**src/rtl/if_id_stage.sv**
```systemverilog
// Fetch stage and IF/ID pipeline register: PC generation, instruction latch,
// hazard stall hold, and flush redirect with a bubble into decode.
module if_id_stage #(
    parameter logic [31:0] RESET_PC  = 32'h0000_0000,
    parameter logic [31:0] NOP_INSTR = 32'h0000_0013,
    parameter int unsigned CNT_W     = 16
) (
    input  logic             clk,
    input  logic             rst_n,
    input  logic             stall,
    input  logic             flush,
    input  logic [31:0]      branch_target,
    output logic [31:0]      imem_addr,
    input  logic [31:0]      imem_rdata,
    output logic [31:0]      id_pc,
    output logic [31:0]      id_pc_plus4,
    output logic [31:0]      id_instr,
    output logic             id_valid,
    output logic             misalign_err,
    output logic [CNT_W-1:0] flush_count
);

    localparam int unsigned XLEN = 32;

    logic [XLEN-1:0]  pc_q, pc_d;
    logic [XLEN-1:0]  id_pc_q, id_pc_d;
    logic [XLEN-1:0]  id_pc_plus4_q, id_pc_plus4_d;
    logic [XLEN-1:0]  id_instr_q, id_instr_d;
    logic             id_valid_q, id_valid_d;
    logic             misalign_q, misalign_d;
    logic [CNT_W-1:0] flush_cnt_q, flush_cnt_d;
    logic [XLEN-1:0]  pc_plus4;

    // Modulo-2^32 adder: the top word wraps to zero silently.
    assign pc_plus4 = pc_q + XLEN'(4);

    // Next-state: flush beats stall, stall holds everything, else advance.
    always_comb begin
        pc_d          = pc_q;
        id_pc_d       = id_pc_q;
        id_pc_plus4_d = id_pc_plus4_q;
        id_instr_d    = id_instr_q;
        id_valid_d    = id_valid_q;
        misalign_d    = misalign_q;
        flush_cnt_d   = flush_cnt_q;

        if (flush) begin
            pc_d          = {branch_target[XLEN-1:2], 2'b00};
            id_pc_d       = '0;
            id_pc_plus4_d = '0;
            id_instr_d    = NOP_INSTR;
            id_valid_d    = 1'b0;
            if (branch_target[1:0] != 2'b00) begin
                misalign_d = 1'b1;
            end
            if (flush_cnt_q != {CNT_W{1'b1}}) begin
                flush_cnt_d = flush_cnt_q + CNT_W'(1);
            end
        end else if (!stall) begin
            pc_d          = pc_plus4;
            id_pc_d       = pc_q;
            id_pc_plus4_d = pc_plus4;
            id_instr_d    = imem_rdata;
            id_valid_d    = 1'b1;
        end
    end

    always_ff @(posedge clk or negedge rst_n) begin
        if (!rst_n) begin
            pc_q          <= RESET_PC;
            id_pc_q       <= '0;
            id_pc_plus4_q <= '0;
            id_instr_q    <= NOP_INSTR;
            id_valid_q    <= 1'b0;
            misalign_q    <= 1'b0;
            flush_cnt_q   <= '0;
        end else begin
            pc_q          <= pc_d;
            id_pc_q       <= id_pc_d;
            id_pc_plus4_q <= id_pc_plus4_d;
            id_instr_q    <= id_instr_d;
            id_valid_q    <= id_valid_d;
            misalign_q    <= misalign_d;
            flush_cnt_q   <= flush_cnt_d;
        end
    end

    assign imem_addr    = pc_q;
    assign id_pc        = id_pc_q;
    assign id_pc_plus4  = id_pc_plus4_q;
    assign id_instr     = id_instr_q;
    assign id_valid     = id_valid_q;
    assign misalign_err = misalign_q;
    assign flush_count  = flush_cnt_q;

endmodule

```
**config.mk**
```make
export PLATFORM = sky130hd
export DESIGN_NAME = if_id_stage
export DESIGN_NICKNAME = d
export VERILOG_FILES = /design/src/rtl/if_id_stage.sv
export SDC_FILE = /design/constraint.sdc
export NUM_CORES = 1
export LEC_CHECK = 0
export ABC_CLOCK_PERIOD_IN_PS = 2300
export BUFFER_PORTS_ARGS = -buffer_cell sky130_fd_sc_hd__buf_2
export CAP_MARGIN = 20
export CORE_MARGIN = 4
export CORE_UTILIZATION = 40
export CTS_CLUSTER_SIZE = 12
export DETAILED_ROUTE_END_ITERATION = 16
export GPL_TIMING_DRIVEN = 0
export PLACE_DENSITY = 0.67
export SLEW_MARGIN = 10
export SYNTH_ARGS = -nofsm -noshare
export SYNTH_HDL_FRONTEND = slang
export SYNTH_SLANG_ARGS = --single-unit
```
**constraint.sdc**
```tcl
create_clock -name clk -period 2.3 [get_ports clk]
set_input_delay 0.46 -clock clk [delete_from_list [all_inputs] [get_ports clk]]
set_output_delay 0.46 -clock clk [all_outputs]
set_load 0.01 [all_outputs]
```
==> impl_metrics.sql <==
INSERT INTO impl_metrics (metric_group, metric, value, unit) VALUES
('timing', 'fin_crit_sh', '97.2', '%'),
('timing', 'slew_headroom', '44.7', '%'),
('power', 'irDropWorstVdd', '489', 'µV'),
('timing', 'worstMarginPinSlew', '0.829', 'ns'),
('power', 'power-per-cell-area', '749', 'nW/µm²'),
('finish', 'antennaDiodeCount', '0', ''),
('floorplanning', 'chipWidth', '140', 'µm'),
('synthesis', 'synth_largest_type_area_fraction', '49.7', '%'),
('detailed_routing', 'vias', '6325', ''),
('finish', 'fill_cells', '1617', ''),
('clock_tree', 'cts_tree', 'built', ''),
('power', 'clkPwrFrac', '39.0', '%'),
('setup_path', 'rr_startpoint', 'imem_addr[16]', ''),
('synthesis', 'synth_ff_type', 'sky130_fd_sc_hd__dfrtp_1', ''),
('finish', 'flow.area_growth_from_synthesis', '28.9', '%'),
('grt', 'grt_start_max_net_pins', '84', ''),
('synthesis', 'synth-edff-count', '0', ''),
('placed_design', 'post-place-ws', '-0.782', 'ns'),
('synthesis', 'netlist.top_cell.by_area', 'sky130_fd_sc_hd__dfrtp_1', ''),
('synthesis', 'mappedNetlistArea', '6950', 'µm²'),
('power', 'sw_frac_of_total', '30.2', '%'),
('detailed_routing', 'postRouteAntennaNets', '0', ''),
('synthesis', 'netlist_top_cells_count', '138 x sky130_fd_sc_hd__dfrtp_1, 101 x sky130_fd_sc_hd__nor2_1, 59 x sky130_fd_sc_hd__mux2i_1', ''),
('run_status', 'run_status', 'finished clean', ''),
('floorplanning', 'floorplan.die.height', '140', 'µm'),
('placed_design', 'place.detailed.hpwl', '16.1', 'mm'),
('grt', 'grt_util_all_layers', '22.6', '%'),
('clock_tree', 'cts.path.max_buffers', '2', ''),
('grt', 'grt_overflow_total', '0', ''),
('synthesis', 'yosys-top-cells-area', 'sky130_fd_sc_hd__dfrtp_1 50%, sky130_fd_sc_hd__mux2i_1 8.5%, sky130_fd_sc_hd__nor2_1 5.5%, sky130_fd_sc_hd__xnor2_1 2.5%, sky130_fd_sc_hd__nand2_1 2.4%', ''),
('synthesis', 'yosysMostFrequentCell', 'sky130_fd_sc_hd__dfrtp_1', ''),
('timing', 'final_slew_violations', '0', ''),
('worst_hold_path', 'timing.hold.worst.class', 'in -> reg', ''),
('finish', 'fraction_of_final_layout_cells_with_drive_strength_greater_than_1', '31.7', '%'),
('job', 'max_cap_viol_count', '0', ''),
('finish', 'finalNetCount', '997', ''),
('timing', 'fmax', '447', 'MHz'),
('timing', 'setup_ws', '0.0634', 'ns'),
('setup_path', 'peak_fanout_along_the_critical_path', '9', ''),
('grt', 'antenna_found_initial', '0', ''),
('detailed_routing', 'detail_route.iter0.violations', '533', ''),
('timing', 'finalSetupViolCount', '0', ''),
('power', 'p_int', '4680', 'µW'),
('detailed_routing', 'first_pass_iters', '7', ''),
('grt', 'grt_first_pass_wirelength', '34.9', 'mm'),
('setup_path', 'startpoint_type', 'flip-flop', ''),
('worst_hold_path', 'hp-start', 'branch_target[4]', ''),
('clock_tree', 'clk_transition_reported_paths', '0.06', 'ns'),
('detailed_routing', 'drcViolationCount', '0', ''),
('detailed_routing', 'detail_route.wl_per_cell', '19.2', 'µm'),
('timing', 'period_needed', '2.24', 'ns'),
('placed_design', 'placement.io_buffers', '211', ''),
('setup_path', 'worstSetupPathType', 'reg -> reg', ''),
('timing', 'final-hold-violation-count', '0', ''),
('finish', 'final_util', '53.3', '%'),
('setup_path', 'required_time_of_the_worst_setup_path', '2.63', 'ns'),
('synthesis', 'async_reset_ff_share', '100', '%'),
('clock_tree', 'cts.sink_count', '141', ''),
('power', 'power.share.sequential', '43.8', '%'),
('power', 'cell_leakage_power', '0.00444', 'µW'),
('floorplanning', 'floorplan.rows', '47', ''),
('synthesis', 'synth_cell_types', '64', ''),
('synthesis', 'yosys_warnings', '0', ''),
('floorplanning', 'core', '16800', 'µm²'),
('floorplanning', 'boundaryPins', '214', ''),
('power', 'pwr-share-comb', '17.1', '%'),
('placed_design', 'finalWeightedCongestion', '0.887', ''),
('power', 'power_switching', '2020', 'µW'),
('clock_tree', 'insertion_delay', '0.42', 'ns'),
('floorplanning', 'full_die_area', '19600', 'µm²'),
('setup_path', 'cp-startpoint', 'imem_addr[16]', '');
-- power groups by stage --
stage | combinational [µW] | clock [µW] | sequential [µW]
2_1_floorplan | 534 | 0 | 3030
3_3_place_gp | 1140 | 0 | 2960
3_5_place_dp | 1160 | 0 | 2970
4_1_cts | 1160 | 2660 | 2930
5_1_grt | 1270 | 2780 | 2980
6_report | 1150 | 2620 | 2940
-- placed cells by master, fill, tap and decap left out, types with 4 or more instances in the layout --
master,netlist,final
sky130_fd_sc_hd__nor2_1,101,101
sky130_fd_sc_hd__xnor2_1,20,20
sky130_fd_sc_hd__and3_1,7,7
sky130_fd_sc_hd__nor2b_1,4,4
sky130_fd_sc_hd__xor2_1,16,16
sky130_fd_sc_hd__mux2i_1,59,59
sky130_fd_sc_hd__and4_1,10,10
sky130_fd_sc_hd__o31ai_1,7,7
sky130_fd_sc_hd__nand2_1,45,45
sky130_fd_sc_hd__or4_1,12,11
sky130_fd_sc_hd__nand4_1,17,17
sky130_fd_sc_hd__a21oi_1,8,8
sky130_fd_sc_hd__o211ai_1,4,4
sky130_fd_sc_hd__nand3_1,26,26
sky130_fd_sc_hd__buf_2,16,226
sky130_fd_sc_hd__and2_1,4,4
sky130_fd_sc_hd__clkbuf_16,0,17
sky130_fd_sc_hd__clkbuf_1,33,27
sky130_fd_sc_hd__clkinvlp_4,0,5
sky130_fd_sc_hd__nor3_1,11,11
sky130_fd_sc_hd__inv_1,13,13
sky130_fd_sc_hd__dfrtp_1,138,136
sky130_fd_sc_hd__nor4_1,7,6
sky130_fd_sc_hd__a31oi_1,13,13
sky130_fd_sc_hd__buf_4,5,12
sky130_fd_sc_hd__a311oi_1,9,9
sky130_fd_sc_hd__a211oi_1,10,10
sky130_fd_sc_hd__or3_1,9,9
sky130_fd_sc_hd__o21ai_0,29,29
sky130_fd_sc_hd__buf_1,5,4
-- flip-flops by register name, indices dropped and copies added, names as in the netlist --
name	cells
id_pc_plus4	30
imem_addr	30
id_valid	1
id_instr	32
flush_count	16
id_pc	31
misalign_err	1
-- metrics by stage --
stage	setup TNS (ns)	std cells	hold slack, ns	total power (µW)	cell area (µm²)
final	0	1160	0.254	6710	8960
after global routing	0	1160	0.255	7030	8960
after CTS	0	1157	0.248	6750	8910
after detailed placement	-49.58	1124	0.423	4130	8330
after global placement	-234.50	1123	0.445	4100	8290
after floorplan	0	692	0.164	3560	6960
-- metal layers --
metal  wire, µm  share of wire [%]  up-vias  GRT usage (%)
met2      10100                 45      299           34.2
met3       1990                9.0       23           5.83
met4        425                1.9        0           6.12
li1           -                  -     2965              -
met5          0                  0        -              0
met1       9740                 44     3038           32.4
-- path summary, 6_finish.rpt --
check                      slack [ns]               to  cells after the start
hold reg to reg                  0.46     misalign_err                      1
setup reg to reg                 0.06  id_pc_plus4[28]                      6
hold / removal                   0.25     imem_addr[4]                      3
max in group asynchronous        0.94        id_pc[29]                      3
setup / recovery                 0.06  id_pc_plus4[28]                      6
min in group asynchronous        0.57     misalign_err                      2
-- what timing repair did --
item | 4_1_cts | 5_1_grt
pin swaps | 1 | 2
gates resized for setup | 4 | 10
hold buffers | 1 | 0
buffers inserted | 2 | 5
endpoints found under the hold margin | 27 | 0
setup endpoints to repair | 62 | 57
-- final cells by class --
cell class / count / area [µm²] / share of cell area [%]
multi-input combinational: 477 / 3110 / 34.7
inverter: 14 / 52.6 / 0.587
tap: 220 / 275 / 3.07
clock buffer: 19 / 443 / 4.94
buffer: 56 / 268 / 2.99
sequential: 141 / 3530 / 39.4
timing repair buffer: 220 / 1160 / 12.9
clock inverter: 13 / 118 / 1.31
-- critical path: stages, from the launching register on --
cell and delay, ns:
sky130_fd_sc_hd__dfrtp_1 0.35, sky130_fd_sc_hd__buf_2 0.21, sky130_fd_sc_hd__nand4_2 0.24, sky130_fd_sc_hd__or4_1 0.52
sky130_fd_sc_hd__buf_2 0.17, sky130_fd_sc_hd__or4_1 0.47, sky130_fd_sc_hd__a31oi_1 0.18
-- kinds of logic after synthesis --
family	Yosys count	share of synthesized area (%)
xor gates and xnor gates	36	4.53
AOI/OAI and AO/OA	103	10.3
and+or+nand+nor	274	20.6
muxes	60	8.66
adders and majority gates	2	0.360
other	1	0.0539
DFF	141	50.8
buffers and inverters	74	4.66
(Power assumes the default switching activity.)
